--- config.mk ---
export PLATFORM = sky130hd
export DESIGN_NAME = normalizer_pipe_flat
export DESIGN_NICKNAME = d
export VERILOG_FILES = /design/src/rtl/normalizer_pipe_if.sv /design/src/rtl/normalizer_pipe.sv /design/src/flat_wrapper.sv
export SDC_FILE = /design/constraint.sdc
export NUM_CORES = 1
export LEC_CHECK = 0
export ABC_AREA = 1
export CORE_MARGIN = 1.5
export CORE_UTILIZATION = 45
export CTS_BUF_LIST = sky130_fd_sc_hd__clkbuf_4 sky130_fd_sc_hd__clkbuf_8 sky130_fd_sc_hd__clkbuf_16
export CTS_CLUSTER_DIAMETER = 120
export CTS_CLUSTER_SIZE = 12
export DETAILED_ROUTE_END_ITERATION = 6
export PLACE_DENSITY = 0.65
export SYNTH_ARGS = -nofsm -noshare
export SYNTH_HDL_FRONTEND = slang
export SYNTH_SLANG_ARGS = --single-unit
--- constraint.sdc ---
create_clock -name i_clk -period 6.94 [get_ports i_clk]
set_input_delay 1.388 -clock i_clk [delete_from_list [all_inputs] [get_ports i_clk]]
set_output_delay 1.388 -clock i_clk [all_outputs]
set_load 0.05 [all_outputs]
--- src/rtl/normalizer_pipe_if.sv ---
// normalizer_pipe_if: upstream word/handshake and downstream result/handshake bundle for normalizer_pipe
interface normalizer_pipe_if #(
   parameter int N     = 16,
   parameter int TAG_W = 4
);
   localparam int CW = $clog2(N + 1);
   logic             i_valid;
   logic             o_ready;
   logic [N:0]       i_in;
   logic             i_ozb;
   logic [TAG_W-1:0] i_tag;
   logic             o_valid;
   logic             i_ready;
   logic [N:0]       o_r;
   logic [CW-1:0]    o_count;
   logic             o_all;
   logic [TAG_W-1:0] o_tag;
   modport slave (
      input  i_valid, i_in, i_ozb, i_tag, i_ready,
      output o_ready, o_valid, o_r, o_count, o_all, o_tag
   );
   modport master (
      output i_valid, i_in, i_ozb, i_tag, i_ready,
      input  o_ready, o_valid, o_r, o_count, o_all, o_tag
   );
endinterface

--- src/rtl/normalizer_pipe.sv ---
// normalizer_pipe: counts the leading i_ozb run of a word and shifts it out through a
// log shifter whose levels can each be followed by an elastic register stage.
module normalizer_pipe #(
   parameter int                       N        = 16,
   parameter int                       TAG_W    = 4,
   parameter logic [$clog2(N+1)-1:0]   REG_MASK = '1
) (
   input  logic             i_clk,
   input  logic             i_rst,
   normalizer_pipe_if.slave bus
);
   localparam int L = $clog2(N + 1);
   logic out_v;
   logic unused_ozb;
   for (genvar k = 0; k < L; k++) begin : g
      localparam int S = 1 << (L - 1 - k);
      logic [N:0]       w_i, w_s, w_o;
      logic [L-1:0]     c_i, c_s, c_o;
      logic [TAG_W-1:0] t_i, t_o;
      logic             z_i, z_o, a_i, a_o, v_i, v_o, rdy_i, rdy_o, hit;
      if (k == 0) begin : src
         assign w_i = bus.i_in;
         assign c_i = '0;
         assign z_i = bus.i_ozb;
         assign a_i = (bus.i_in == {(N + 1){bus.i_ozb}});
         assign v_i = bus.i_valid;
         assign t_i = bus.i_tag;
      end else begin : src
         assign w_i = g[k-1].w_o;
         assign c_i = g[k-1].c_o;
         assign z_i = g[k-1].z_o;
         assign a_i = g[k-1].a_o;
         assign v_i = g[k-1].v_o;
         assign t_i = g[k-1].t_o;
      end
      if (k == L - 1) begin : snk
         assign rdy_o = bus.i_ready;
      end else begin : snk
         assign rdy_o = g[k+1].rdy_i;
      end
      // the count cap stops the shifter at N even when the whole word matches
      always_comb begin
         hit = (w_i[N -: S] == {S{z_i}}) && ((L + 1)'(c_i) + (L + 1)'(S) <= (L + 1)'(N));
         w_s = hit ? w_i << S : w_i;
         c_s = hit ? c_i + L'(S) : c_i;
      end
      if (REG_MASK[k]) begin : stage
         logic             ld, v_d, v_q, z_d, z_q, a_d, a_q;
         logic [N:0]       w_d, w_q;
         logic [L-1:0]     c_d, c_q;
         logic [TAG_W-1:0] t_d, t_q;
         always_comb begin
            ld  = !v_q || rdy_o;
            v_d = ld ? v_i : v_q;
            w_d = ld ? w_s : w_q;
            c_d = ld ? c_s : c_q;
            z_d = ld ? z_i : z_q;
            a_d = ld ? a_i : a_q;
            t_d = ld ? t_i : t_q;
         end
         always_ff @(posedge i_clk) begin
            v_q <= i_rst ? 1'b0 : v_d;
            w_q <= w_d;
            c_q <= c_d;
            z_q <= z_d;
            a_q <= a_d;
            t_q <= t_d;
         end
         assign rdy_i = ld;
         assign v_o   = v_q;
         assign w_o   = w_q;
         assign c_o   = c_q;
         assign z_o   = z_q;
         assign a_o   = a_q;
         assign t_o   = t_q;
      end else begin : thru
         assign rdy_i = rdy_o;
         assign v_o   = v_i;
         assign w_o   = w_s;
         assign c_o   = c_s;
         assign z_o   = z_i;
         assign a_o   = a_i;
         assign t_o   = t_i;
      end
   end
   assign unused_ozb  = g[L-1].z_o;
   assign out_v       = g[L-1].v_o && !i_rst;
   assign bus.o_valid = out_v;
   assign bus.o_ready = g[0].rdy_i && !i_rst;
   assign bus.o_r     = out_v ? g[L-1].w_o : '0;
   assign bus.o_count = out_v ? g[L-1].c_o : '0;
   assign bus.o_all   = out_v && g[L-1].a_o;
   assign bus.o_tag   = out_v ? g[L-1].t_o : '0;
endmodule

--- src/flat_wrapper.sv ---
// flat-port wrapper written by rule: the top's interface ports become plain ports
module normalizer_pipe_flat 
#(
   parameter int                       N        = 16,
   parameter int                       TAG_W    = 4,
   parameter logic [$clog2(N+1)-1:0]   REG_MASK = '1
)
  (i_clk, i_rst, bus_i_valid, bus_i_in, bus_i_ozb, bus_i_tag, bus_i_ready, bus_o_ready, bus_o_valid, bus_o_r, bus_o_count, bus_o_all, bus_o_tag);
  normalizer_pipe_if #(.N(N), .TAG_W(TAG_W)) bus_i ();
  input  logic i_clk;
  input  logic i_rst;
  input wire logic [$bits(bus_i.i_valid)-1:0] bus_i_valid;
  input wire logic [$bits(bus_i.i_in)-1:0] bus_i_in;
  input wire logic [$bits(bus_i.i_ozb)-1:0] bus_i_ozb;
  input wire logic [$bits(bus_i.i_tag)-1:0] bus_i_tag;
  input wire logic [$bits(bus_i.i_ready)-1:0] bus_i_ready;
  output wire logic [$bits(bus_i.o_ready)-1:0] bus_o_ready;
  output wire logic [$bits(bus_i.o_valid)-1:0] bus_o_valid;
  output wire logic [$bits(bus_i.o_r)-1:0] bus_o_r;
  output wire logic [$bits(bus_i.o_count)-1:0] bus_o_count;
  output wire logic [$bits(bus_i.o_all)-1:0] bus_o_all;
  output wire logic [$bits(bus_i.o_tag)-1:0] bus_o_tag;
  assign bus_i.i_valid = bus_i_valid;
  assign bus_i.i_in = bus_i_in;
  assign bus_i.i_ozb = bus_i_ozb;
  assign bus_i.i_tag = bus_i_tag;
  assign bus_i.i_ready = bus_i_ready;
  assign bus_o_ready = bus_i.o_ready;
  assign bus_o_valid = bus_i.o_valid;
  assign bus_o_r = bus_i.o_r;
  assign bus_o_count = bus_i.o_count;
  assign bus_o_all = bus_i.o_all;
  assign bus_o_tag = bus_i.o_tag;
  normalizer_pipe #(.N(N), .TAG_W(TAG_W), .REG_MASK(REG_MASK)) u_core (.i_clk(i_clk), .i_rst(i_rst), .bus(bus_i));
endmodule
Word level (Yosys, flattened, before mapping)
Index checks and enable logic that the tools add are counted.
Widths: inputs -> output; s select.

cells by class
  equality and inequality tests = 6
  $add $sub $neg = 8
  magnitude comparators = 4
  mux-type cells = 13
  reduce and logical (&&, ||, !) cells = 18

operators by type and width
  kind                 count
  $mux 17              6
  $mux 5               6
  $le 6x5->1 const B   4
  $eq 17x17->1         1
  $eq 16x16->1         1
  $eq 8x8->1           1
  $logic_and 1x1->1    7
  $add 5x1->6 const B  1
  $add 5x2->6 const B  1
  $add 5x3->6 const B  1
  $add 5x4->6 const B  1
  $logic_not 1->1      6
  $add 5x1->5 const B  1
  $add 5x2->5 const B  1
  $add 5x3->5 const B  1
  $add 5x4->5 const B  1
  $logic_or 1x1->1     5
  $eq 4x4->1           1
  $mux 4               1
  $eq 2x2->1           1
  $eq 1x1->1           1

word-level totals
  register bits after elaboration = 144
  input port bits = 26

Depth between registers and ports, before layout
Gate-level depths: netlist (run 1).

  depth after elaboration = 7
  gate-level depth with buffers = 10
  gate-level depth less buffers = 9

Least setup slack after synthesis (run 1)
No wires, ideal clock.

  path kind = input -> output
  from = in i_rst
  to = out bus_o_count[0]
  setup slack = 2.152 ns
  path buffers = 1
  arrival time = 3.400 ns
  stages on the path = 4
  cells stage by stage = nor2_1 > clkinv_1 > buf_2 > nor2_1

between the ends
  word-level cells in the longest chain between the ends = 3

ends and longest elaborated chain
  item               RTL line               text
  start, declared    flat_wrapper.sv:11     input logic i_rst;
  $logic_not 1->1    normalizer_pipe.sv:87  assign out_v = g[L-1].v_o && !i_rst;
  $logic_and 1x1->1  normalizer_pipe.sv:87
  $mux 5             normalizer_pipe.sv:91  assign bus.o_count = out_v ? g[L-1].c_o : '0;
  end, declared      flat_wrapper.sv:20     output wire logic [$bits(bus_i.o_count)-1:0] bus_o_count;

No other way between the ends.

Worst setup path in the final report (run 1)
  from = in i_rst
  to = out bus_o_r[5]

between the ends
  word-level cells in the longest chain between the ends = 3

ends and longest elaborated chain
  item               RTL line               text
  $logic_not 1->1    normalizer_pipe.sv:87
  $logic_and 1x1->1  normalizer_pipe.sv:87
  $mux 17            normalizer_pipe.sv:90  assign bus.o_r = out_v ? g[L-1].w_o : '0;
  end, declared      flat_wrapper.sv:19     output wire logic [$bits(bus_i.o_r)-1:0] bus_o_r;

No other way between the ends.

==> metrics.yaml, run 1 <==
cts_setup_buffers: 0
portBuffers: 54
fin_crit_sh: 0.7420
synth_top_area_cell: "edfxtp_1"
clockBufferDepth: 2
powerDensity_nw_per_um2: 272.7
cp_cell_sequence: "clkdlybuf4s50_1 > nor2_1 > clkinv_1 > nor2_1 > clkdlybuf4s50_1"
cts_tree: "yes"
post_cts_resize_count: 0
hold_slack_ns: 0.4163
grt_pass1_vias: 3112
synth_top_area_frac: 0.6934
regArea_sq_um: 3974
routed_via_density: 4.357
grt_max_degree: 29
reg2reg_from: "u_core.g[4].stage.v_q"
postRouteAntennaNets: 0
fp.coreArea_sq_um: 12060
end_kind: "output pin"
hp-class: "flip-flop to flip-flop"
setup_violations: 0
hold_viol_final: 0
synth_edf_count: 129
seq_area_frac_synth: 0.7113
htree_levels: 4
gp_congestion: 0.8554
drt-pass1-iter-count: 4
maxCapViolations: 0
crit_family: "buffers and inverters"
cts_made_buffers: 17
antenna_cells: 0
clk_latency_ns: 0.40
antenna_found_initial: 0
die_y_um: 114.4
synth_warnings: 0
finalNetCount: 616
die_area_sq_um: 13090
synth_area_leaders: "edfxtp_1 (69%), nand2_1 (11%), nor2_1 (5.5%), inv_1 (5.1%), dfxtp_1 (1.8%)"
synth_most_common_cell: "nand2_1"
drtIter0Drc: 122
crit_type: "input port to output pin"
pre_cts_ws_ns: 1.736
min_period_ns: 5.150
drive_gt1_frac: 0.07463
dp_hpwl_um: 5635
worstPathMaxFanout: 27
routed_wirelength_um: 7627
initial_utilization: 0.4632
ctsHoldBuffers: 0
syn-cell-area_sq_um: 5587
hold_depth: 0
rrSetupSlack_ns: 4.92
avgSynthCellArea_sq_um: 10.64
fill_cells: 1033
ys_types: 25
ys.flop_type: "edfxtp_1"
reg2regPathDepth: 4
cpMaxStageDelayCell: "clkdlybuf4s50_1"
clockRootBuffer: "clkbuf_16"
hold-path-endpoint: "u_core.g[3].stage.t_q[0]"
grt_pass1_wl_um: 12760
grt_remaining_overflow: 0
wl_per_cell_um: 9.892
rsz0062_at_grt: "false"
critPathRequiredTime_ns: 5.55
multi_input_area_sq_um: 1216
clock_sinks: 134
worst_setup_path_start_kind: "input port"
ios: 55
leakage_nw: 2.949
tns_ns: 0
outcome: "finished clean"
p_total_mw: 1.855
rows: 40
fin_ws_ns: 1.790
syn_inst: 525
grt_use_total: 0.1273
async_reset_ff_frac: 0
relSlewSlack: 0.2821
fmax_mhz: 194.2
cp_num_buf_inv: 3
synthToLayoutAreaGrowth_pct: 21.75
tightest_slew_ns: 1.074
final_util: 0.5639
ys_ff_latch: 134
path_clk_slew_ns: 0.06
finalClockSkew_ns: 0.008503
min_from: "u_core.g[2].stage.t_q[0]"
finalMaxSlewViolations: 0
slowest_delay_ns: 0.83
ir_drop_v: 0.0001852
drc: 0
synth_common_cells: "nand2_1 (167), edfxtp_1 (129), nor2_1 (82), inv_1 (76), nand3_1 (17)"
r2r_end: "u_core.g[0].stage.t_q[3]"
die-width_um: 114.4
critPathArrivalTime_ns: 3.76
via_count: 3359
syn_nets: 551
[power breakdown]
part / leakage [nW] / internal (mW) / switching, mW
sequential: 1.45 / 0.954 / 0.0232
combinational: 1.25 / 0.0429 / 0.0618
clock: 0.249 / 0.455 / 0.318
total: 2.95 / 1.45 / 0.403
[worst register-to-register path: stages (launching register included)]
cell     delay (ns)
dfxtp_1        0.37
nand4_1        0.11
buf_4          0.24
nor2_1         0.23
nand2_1        0.59
[cells in the final DEF (no fill, tap or decap), drive strengths merged]
master / netlist / final
clkdlybuf4s50: 0 / 54
clkinv: 3 / 10
nand3b: 2 / 2
nand2: 171 / 171
nor2: 82 / 82
clkbuf: 0 / 17
a21oi: 7 / 7
nor3: 3 / 3
o21ai: 11 / 11
inv: 80 / 83
nand4: 2 / 2
nand3: 18 / 18
edfxtp: 129 / 129
or3: 1 / 1
clkinvlp: 0 / 5
buf: 10 / 2
dfxtp: 5 / 5
o22ai: 1 / 1
[state kept, by name (all words and copies together), names as in the netlist]
signal              count
u_core.g.stage.w_q     85
u_core.g.stage.t_q     20
u_core.g.c_o           15
u_core.g.a_o            5
u_core.g.stage.v_q      5
u_core.g.stage.z_q      4
[routing by layer]
layer  vias to the layer above  part of all wire  track usage  routed length, um
met2                        68              0.54       0.2435               4136
met4                         0             0.019      0.07000                144
met1                      1469              0.40       0.1207               3074
met3                         8             0.036      0.03653                271
li1                       1814                 -            -                  -
met5                         -                 0            0                  0
[metrics by stage]
step,std cells,instance area (sq um)
6_report,771,6802
5_1_grt,771,6802
4_1_cts,771,6802
3_5_place_dp,739,6271
3_3_place_gp,739,6271
2_1_floorplan,525,5587
[worst max-delay path by stage]
stage	from	to	slack [ns]	cells after the start
floorplan	i_rst	bus_o_count[0]	2.15	4
global placement	i_rst	bus_o_all	1.80	5
detailed placement	i_rst	bus_o_r[4]	1.74	5
CTS	i_rst	bus_o_r[4]	1.73	5
global route	i_rst	bus_o_tag[0]	1.52	5
finish	i_rst	bus_o_r[5]	1.79	5
[area by class of cell]
type                    instances  area share
inverters                      83     0.04636
clock buffers                  17     0.06255
repair buffers                 56     0.08168
clock inverters                15     0.01545
multi-input cells             298      0.1788
well taps                     168     0.03091
flip-flops and latches        134      0.5843
[logic make-up (layout without fill, tap and decap cells)]
group                  count (synthesis)  after routing  synth area share
buffers and inverters                 93            171           0.07099
and+or+nand+nor                      279            279            0.1984
AOI/OAI and AO/OA                     19             19           0.01926
DFF                                  134            134            0.7113
No activity file was read; power rests on OpenSTA's default activity.
==> run 2, diff against run 1 <==
==> constraint.sdc (replaced) <==
create_clock -name i_clk -period 4.8 [get_ports i_clk]
set_input_delay 0.96 -clock i_clk [delete_from_list [all_inputs] [get_ports i_clk]]
set_output_delay 0.96 -clock i_clk [all_outputs]
set_load 0.05 [all_outputs]
==> run 2 against run 1 <==
Effect of this change:
- register-to-register slack got worse by 2.2 ns
- wire length is 0.52% higher
- worst setup slack got worse by 0.85 ns
- power up 49%
- first-iteration DRC count is 7.4% lower
- critical path depth rose by 1
==> metrics.yaml, run 2 (synthesized netlist as in run 1, its figures left out) <==
outcome: "finished clean"
grt_use_total: 0.1296  # +0.002342
initial_utilization: 0.4632  # unchanged
top_register: "u_core.g.stage.w_q"
gp_congestion: 0.8454  # -1.2%
rows: 40  # unchanged
hp-class: "flip-flop to flip-flop"
end_kind: "output pin"
cts_setup_buffers: 0  # unchanged
htree_levels: 4  # unchanged
maxCapViolations: 0  # unchanged
finalNetCount: 617  # +0.16%
clk_latency_ns: 0.41  # about the same
grt_pass1_vias: 3155  # +1.4%
post_cts_resize_count: 0  # unchanged
powerDensity_nw_per_um2: 404.6  # +48%
ctsHoldBuffers: 0  # unchanged
antenna_found_initial: 0  # unchanged
die-width_um: 114.4  # unchanged
tns_ns: 0  # unchanged
cts_made_buffers: 17  # unchanged
final_cell_mix: "nand2_1 (167), edfxtp_1 (129), nor2_1 (82), inv_1 (76), clkdlybuf4s50_1 (53)"
portBuffers: 54  # unchanged
min_period_ns: 3.856
finalMaxSlewViolations: 0  # unchanged
ir_drop_v: 0.0002197  # +19%
rsz0062_at_grt: "false"
tightest_slew_ns: 1.101  # +0.02679 ns
worstPathMaxFanout: 27  # unchanged
grt_max_degree: 29  # unchanged
cp_num_buf_inv: 4  # +1
grt_remaining_overflow: 0  # unchanged
cp_cell_sequence: "clkdlybuf4s50_1 > nor2_1 > clkinv_1 > buf_4 > nor2_1 > clkdlybuf4s50_1"
ios: 55  # unchanged
hold_viol_final: 0  # unchanged
synthToLayoutAreaGrowth_pct: 22.44
critPathRequiredTime_ns: 3.84  # -1.71 ns
wl_per_cell_um: 9.931  # +0.39%
drive_gt1_frac: 0.07285  # -0.001779
dp_hpwl_um: 5525  # -1.9%
finalClockSkew_ns: 0.004012  # -0.004491 ns
relSlewSlack: 0.2642  # -0.01790
slowest_delay_ns: 0.81  # -0.02 ns
postRouteAntennaNets: 0  # unchanged
path_clk_slew_ns: 0.05  # about the same
mostFrequentLayoutCell: "nand2_1"
largest_reg_flops: 85  # unchanged
clock_sinks: 134  # unchanged
worst_setup_path_start_kind: "input port"
fin_ws_ns: 0.9444  # -0.8461 ns
fin_crit_sh: 0.8032
leakage_nw: 2.961  # +0.43%
hold_depth: 0  # unchanged
dp.cells: 740  # +0.14%
critPathArrivalTime_ns: 2.90  # -0.86 ns
reg2regPathDepth: 4  # unchanged
pre_cts_ws_ns: 0.9274  # -0.8082 ns
cts_tree: "yes"
setup_violations: 0  # unchanged
fmax_mhz: 259.4
crit_family: "buffers and inverters"
routed_wirelength_um: 7667  # +0.52%
drt-pass1-iter-count: 4  # unchanged
cpMaxStageDelayCell: "clkdlybuf4s50_1"
antenna_cells: 0  # unchanged
via_count: 3385  # +0.77%
die_area_sq_um: 13090  # unchanged
drtIter0Drc: 113  # -7.4%
die_y_um: 114.4  # unchanged
fp.coreArea_sq_um: 12060  # unchanged
crit_type: "input port to output pin"
final_cells: 772  # +0.13%
grt_pass1_wl_um: 12900  # +1.1%
drc: 0  # unchanged
clockBufferDepth: 2  # unchanged
cp.depth: 6  # +1
routed_via_density: 4.385  # +0.64%
clockRootBuffer: "clkbuf_16"
-- run 2: cell types whose count changed in the layout (fill, tap and decap cells not counted) --
cell             delta
clkinv_1            +3
inv_6               -3
buf_4               +2
bufinv_16           +2
clkinv_2            -2
clkdlybuf4s50_1     -1
clkinv_4            -1
clkinvlp_4          +1
-- run 2: path summary, 6_finish.rpt --
kind                                       startpoint                        to  slack [ns]
worst max-delay path                            i_rst                bus_o_r[8]        0.94
worst min-delay path               u_core.g[1].c_o[3]        u_core.g[2].c_o[3]        0.41
worst max register to register  u_core.g[4].stage.v_q  u_core.g[0].stage.w_q[8]        2.77
worst min register to register     u_core.g[1].c_o[3]        u_core.g[2].c_o[3]        0.41
-- run 2: worst register-to-register path, cell delays in order (launching register included) --
cell and delay [ns]:
dfxtp_1 0.37, nand4_1 0.11, buf_4 0.24, nor2_1 0.23
nand2_1 0.60
-- run 2: per-stage QoR --
step	util	instance area, sq um	hold WS, ns	power (mW)
2_1_floorplan	-	5587	0.4003	1.538
3_3_place_gp	0.5203	6276	0.4002	1.582
3_5_place_dp	0.5203	6276	0.4045	1.588
4_1_cts	0.5671	6840	0.4177	2.795
5_1_grt	0.5671	6840	0.4210	2.877
6_report	0.5671	6840	0.4147	2.768
-- run 2: area by class of cell --
| class | count | area (sq um) |
|---|---|---|
| flip-flops and latches | 134 | 3974 |
| clock inverters | 15 | 138.9 |
| repair buffers | 57 | 560.5 |
| multi-input cells | 298 | 1216 |
| well taps | 168 | 210.2 |
| clock buffers | 17 | 425.4 |
| fillers | 1020 | 5221 |
| inverters | 83 | 315.3 |
-- run 2: layer usage --
layer / vias up / track usage / routed length, um
met4: 0 / 0.07167 / 206
met3: 18 / 0.04764 / 334
li1: 1815 / - / -
met1: 1475 / 0.1193 / 3073
met2: 77 / 0.2439 / 4052
met5: - / 0 / 0
-- run 2: power breakdown --
part / total [mW] / internal [mW] / switching, mW
Clock: 1.20 / 0.753 / 0.451
Sequential: 1.41 / 1.38 / 0.0342
Combinational: 0.150 / 0.0619 / 0.0878
==> RTL change 1: new RTL, config.mk and constraints of run 1 <==
Register the output `bus.o_count`, without a reset; this adds one clock of latency there.
--- a/src/rtl/normalizer_pipe.sv
+++ b/src/rtl/normalizer_pipe.sv
@@ -90,3 +90,5 @@
    assign bus.o_r     = out_v ? g[L-1].w_o : '0;
-   assign bus.o_count = out_v ? g[L-1].c_o : '0;
+   always_ff @(posedge i_clk) begin
+      bus.o_count <= out_v ? g[L-1].c_o : '0;
+   end
    assign bus.o_all   = out_v && g[L-1].a_o;
Formal check against the unedited RTL: not equivalent (a bounded check fails within 10 cycles, from zero or initial values and one cycle with i_rst high).
==> RTL change 1 against run 1 <==
- sequential cell count up 5
- synthesized cell count is 0.95% higher
- setup slack got worse by 0.019 ns
- largest cell class unchanged
- total power grew 7.6%
- maximum frequency down 0.37%
- register-to-register slack worse by 0.05 ns
- global-route usage up 0.092 points
- routed wire length grew 0.94%
- area after synthesis rose by 2.1%
- design area grew 2.5%
==> RTL change 1: results (changes against run 1) <==
timing:
  hold_slack_ns: 0.413  # -0.00283 ns
  setup_slack_ns: 1.77  # -0.0189 ns
  fin_skew_ns: 0.00718  # -0.00133 ns
  tightest_slew_ns: 1.19  # +0.112 ns
yosys:
  synth.distinct_cells: 23  # -8.0%
  synth_seq_area_share_pct: 71.4  # +0.30 points
  synth_commonest_cells: "nand2_1, edfxtp_1, nor2_1"
  synth-seq-cells: 139  # +3.7%
  syn_inst: 530  # +0.95%
outcome:
  status: "completed"
layout:
  bufAreaShareNonClock_pct: 7.86  # -0.30 points
  drive_above_1_share_pct: 7.25  # -0.21 points
  fill_cells: 1041  # +0.77%
  multi_input_area_share_pct: 17.6  # -0.30 points
  seq_area_share_pct: 58.5  # about the same
  clk_share_pct: 8.60  # +0.80 points
  nNonClkBuffers: 55  # -1.8%
  nets: 620  # +0.65%
  postLayoutCellArea_sq_um: 6970  # +2.5%
  nMultiInputCombCells: 299  # +0.34%
grt:
  grt_pass1_wl_um: 13200  # +3.1%
  grt_usage_pct: 12.8  # +0.092 points
  grt_pass1_vias: 3331  # +7.0%
routing:
  route.detailed.wl_per_inst_um: 9.93  # +0.42%
  vias: 3451  # +2.7%
  viasPerCell: 4.45  # +2.2%
  drtIter0Drc: 135  # +11%
power:
  vdd_drop_max_mv: 0.163  # -12%
  net-switching-power_mw: 0.406  # +0.82%
  leakage_nw: 3.01  # +1.9%
die:
  die_w_um: 116  # +1.0%
hold_path:
  min_to: "u_core.g[4].stage.t_q[0]"
  min_from: "u_core.g[3].stage.t_q[0]"
placed_design:
  gp_congestion: 0.810  # -5.3%
  place_inst: 743  # +0.54%
  post-dp-hpwl_um: 5630  # about the same
setup_path:
  worstSetupEndpoint: "bus_o_tag[2]"
  regToRegEndpoint: "u_core.g[0].stage.t_q[2]"
  r2r_slack_ns: 4.87  # -0.05 ns
  crit_arrival_ns: 3.78  # +0.02 ns
RTL change 1: changes by cell type after synthesis, moves of 2 or more:
cell     before  now
buf_6         3    5
dfxtp_1       5   10
nor2_1       82   80
nor2_2        0    2
RTL change 1: cells by family after synthesis:
logic type | after synthesis | synth area share [%]
AO/OA/AOI/OAI | 18 | 1.80
AND/OR/NAND/NOR | 281 | 19.7
buffers and inverters | 92 | 7.09
flip-flops | 139 | 71.4
RTL change 1: power groups by stage:
stage	Clock (mW)	Combinational, mW	Sequential, mW
final	0.884	0.104	1.01
after global routing	0.945	0.120	1.01
after CTS	0.907	0.105	1.01
after detailed placement	0	0.104	1.02
after global placement	0	0.102	1.02
after floorplan	0	0.0766	1.02
RTL change 1: layer usage:
layer  share of wire, %  up-vias  track usage [%]
li1                   -     1830                -
met1                 40     1542             10.8
met2                 54       64             25.1
met3                4.1       15             4.55
met4                2.3        0             7.82
met5                  0        -                0
==> RTL change 2: new RTL, flow settings as in run 1 <==
Made on the original files. `N` is set to 16 in 3 places; all go to 8.
--- a/src/rtl/normalizer_pipe_if.sv
+++ b/src/rtl/normalizer_pipe_if.sv
@@ -2,3 +2,3 @@
 interface normalizer_pipe_if #(
-   parameter int N     = 16,
+   parameter int N     = 8,
    parameter int TAG_W = 4
--- a/src/rtl/normalizer_pipe.sv
+++ b/src/rtl/normalizer_pipe.sv
@@ -3,3 +3,3 @@
 module normalizer_pipe #(
-   parameter int                       N        = 16,
+   parameter int                       N        = 8,
    parameter int                       TAG_W    = 4,
--- a/src/flat_wrapper.sv
+++ b/src/flat_wrapper.sv
@@ -3,3 +3,3 @@
 #(
-   parameter int                       N        = 16,
+   parameter int                       N        = 8,
    parameter int                       TAG_W    = 4,
Interface: changed (resized bus_i_in, bus_o_count and bus_o_r); port bits go from 55 to 38. The function was not compared with the original's and may differ.
==> RTL change 2 against run 1 <==
- first-iteration DRC count fell by 51%
- via count fell by 48%
- final cell count fell by 49%
- setup slack improved by 0.029 ns
- design area fell by 46%
- sequential cell count fell by 61
- routed wire length fell by 49%
- total power fell by 47%
- clock skew fell by 0.0053 ns
- area after synthesis fell by 47%
==> RTL change 2: results (changes against run 1) <==
outcome:
  status: "completed"
yosys:
  synth.distinct_cells: 19  # -24%
  synth_area_leaders: "edfxtp_1, nand2_1, inv_1"
  synth_commonest_cells: "edfxtp_1, nand2_1, inv_1"
  syn_nets: 281  # -49%
  synth_edf_count: 69  # -47%
  synth_seq_area_share_pct: 73.0  # +1.8 points
  async_flop_share_pct: 0  # unchanged
  yosys_warnings: 0  # unchanged
layout:
  drive_above_1_share_pct: 9.52  # +2.1 points
  top_register: "u_core.g.stage.w_q"
  fill_cells: 524  # -49%
  antennaDiodeCount: 0  # unchanged
  largest_reg_flops: 36  # -58%
  nets: 328  # -47%
grt:
  grt_pass1_wl_um: 6560  # -49%
  antenna_found_initial: 0  # unchanged
  grt_usage_pct: 12.2  # -0.54 points
  grt_pass1_vias: 1626  # -48%
  grt_max_degree: 20  # -31%
clock_tree:
  cts_root_buf: "clkbuf_8"
  cts_resized: 0  # unchanged
  postCtsSetupRepairBufs: 0  # unchanged
  clkLatencyLatePin_ns: 0.33  # -0.07 ns
  clk_transition_reported_paths_ns: 0.07
  htreeDepth: 3  # -1
  cts_made_buffers: 9  # -8
  clk_path_buf_depth: 2  # unchanged
placed_design:
  gp_congestion: 0.809  # -5.4%
  post-dp-hpwl_um: 2780  # -51%
  placed_cell_area_sq_um: 3410  # -46%
  portBuffers: 37  # -31%
power:
  vdd_drop_max_mv: 0.160  # -14%
  internal_power_mw: 0.786  # -46%
  leakage_nw: 1.57  # -47%
setup_path:
  path_max_fanout: 17  # -37%
  crit_arrival_ns: 3.73  # -0.03 ns
timing:
  tightest_slew_ns: 0.886  # -0.188 ns
  fin_skew_ns: 0.00318  # -0.00532 ns
  max_freq_ghz: 0.195  # +0.56%
routing:
  route.detailed.wl_per_inst_um: 9.84  # -0.54%
  drtIter0Drc: 60  # -51%
  vias: 1753  # -48%
  firstDrtPassIters: 4  # unchanged
flow_run:
  max_cap_violations: 0  # unchanged
hold_path:
  hold_class: "reg2reg"
[RTL change 2: routing by layer]
layer,part of all wire [%],vias up,GRT usage (%)
met5,0,-,0
met4,1.3,0,5.81
met3,3.9,7,4.55
met2,54,38,22.7
met1,41,774,11.8
li1,-,934,-
[RTL change 2: power by group through the flow]
stage	Clock (mW)	Combinational, mW	Sequential [mW]
2_1_floorplan	0	0.0436	0.536
3_3_place_gp	0	0.0628	0.539
3_5_place_dp	0	0.0651	0.540
4_1_cts	0.394	0.0654	0.530
5_1_grt	0.412	0.0740	0.533
6_report	0.383	0.0644	0.530
[RTL change 2: cells by family after synthesis]
group                  count (synthesis)  share of synthesized area (%)
DFF                                   73                           73.0
buffers and inverters                 53                           6.96
and+or+nand+nor                      121                           16.5
AOI/OAI and AO/OA                     16                           3.61
[RTL change 2: critical path, cell delays in order]
cell and delay, ns:
clkdlybuf4s50_1 0.41, nor2_2 0.19, nand4_1 0.71, inv_1 0.26, nor2_1 0.07, clkdlybuf4s50_1 0.70
[RTL change 2: layout make-up]
type	count	share of cell area (%)
sequential	73	59.0
timing repair buffer	37	10.2
multi-input combinational	137	16.2
clock inverter	6	2.91
inverter	52	5.49
tap	77	2.64
clock buffer	10	3.60
[RTL change 2: stage by stage]
stage                     hold slack, ns  utilization, %  instances  power, mW  worst slack (ns)
final                              0.421            57.5        392      0.977              1.82
after global routing               0.426            57.5        392       1.02              1.51
after CTS                          0.422            57.5        392      0.989              1.78
after detailed placement           0.405            53.7        376      0.605              1.78
after global placement             0.401            53.7        376      0.601              1.85
after floorplan                    0.400               -        263      0.580              2.41
[RTL change 2: path summary, 6_finish.rpt]
check                             end  depth (start not counted)  slack, ns                  start
min                   u_core.g[1].a_o                          0       0.42        u_core.g[0].a_o
max reg2reg  u_core.g[0].stage.w_q[4]                          3       5.19  u_core.g[3].stage.v_q
max                       bus_o_ready                          6       1.82            bus_i_ready
min reg2reg           u_core.g[1].a_o                          0       0.42        u_core.g[0].a_o
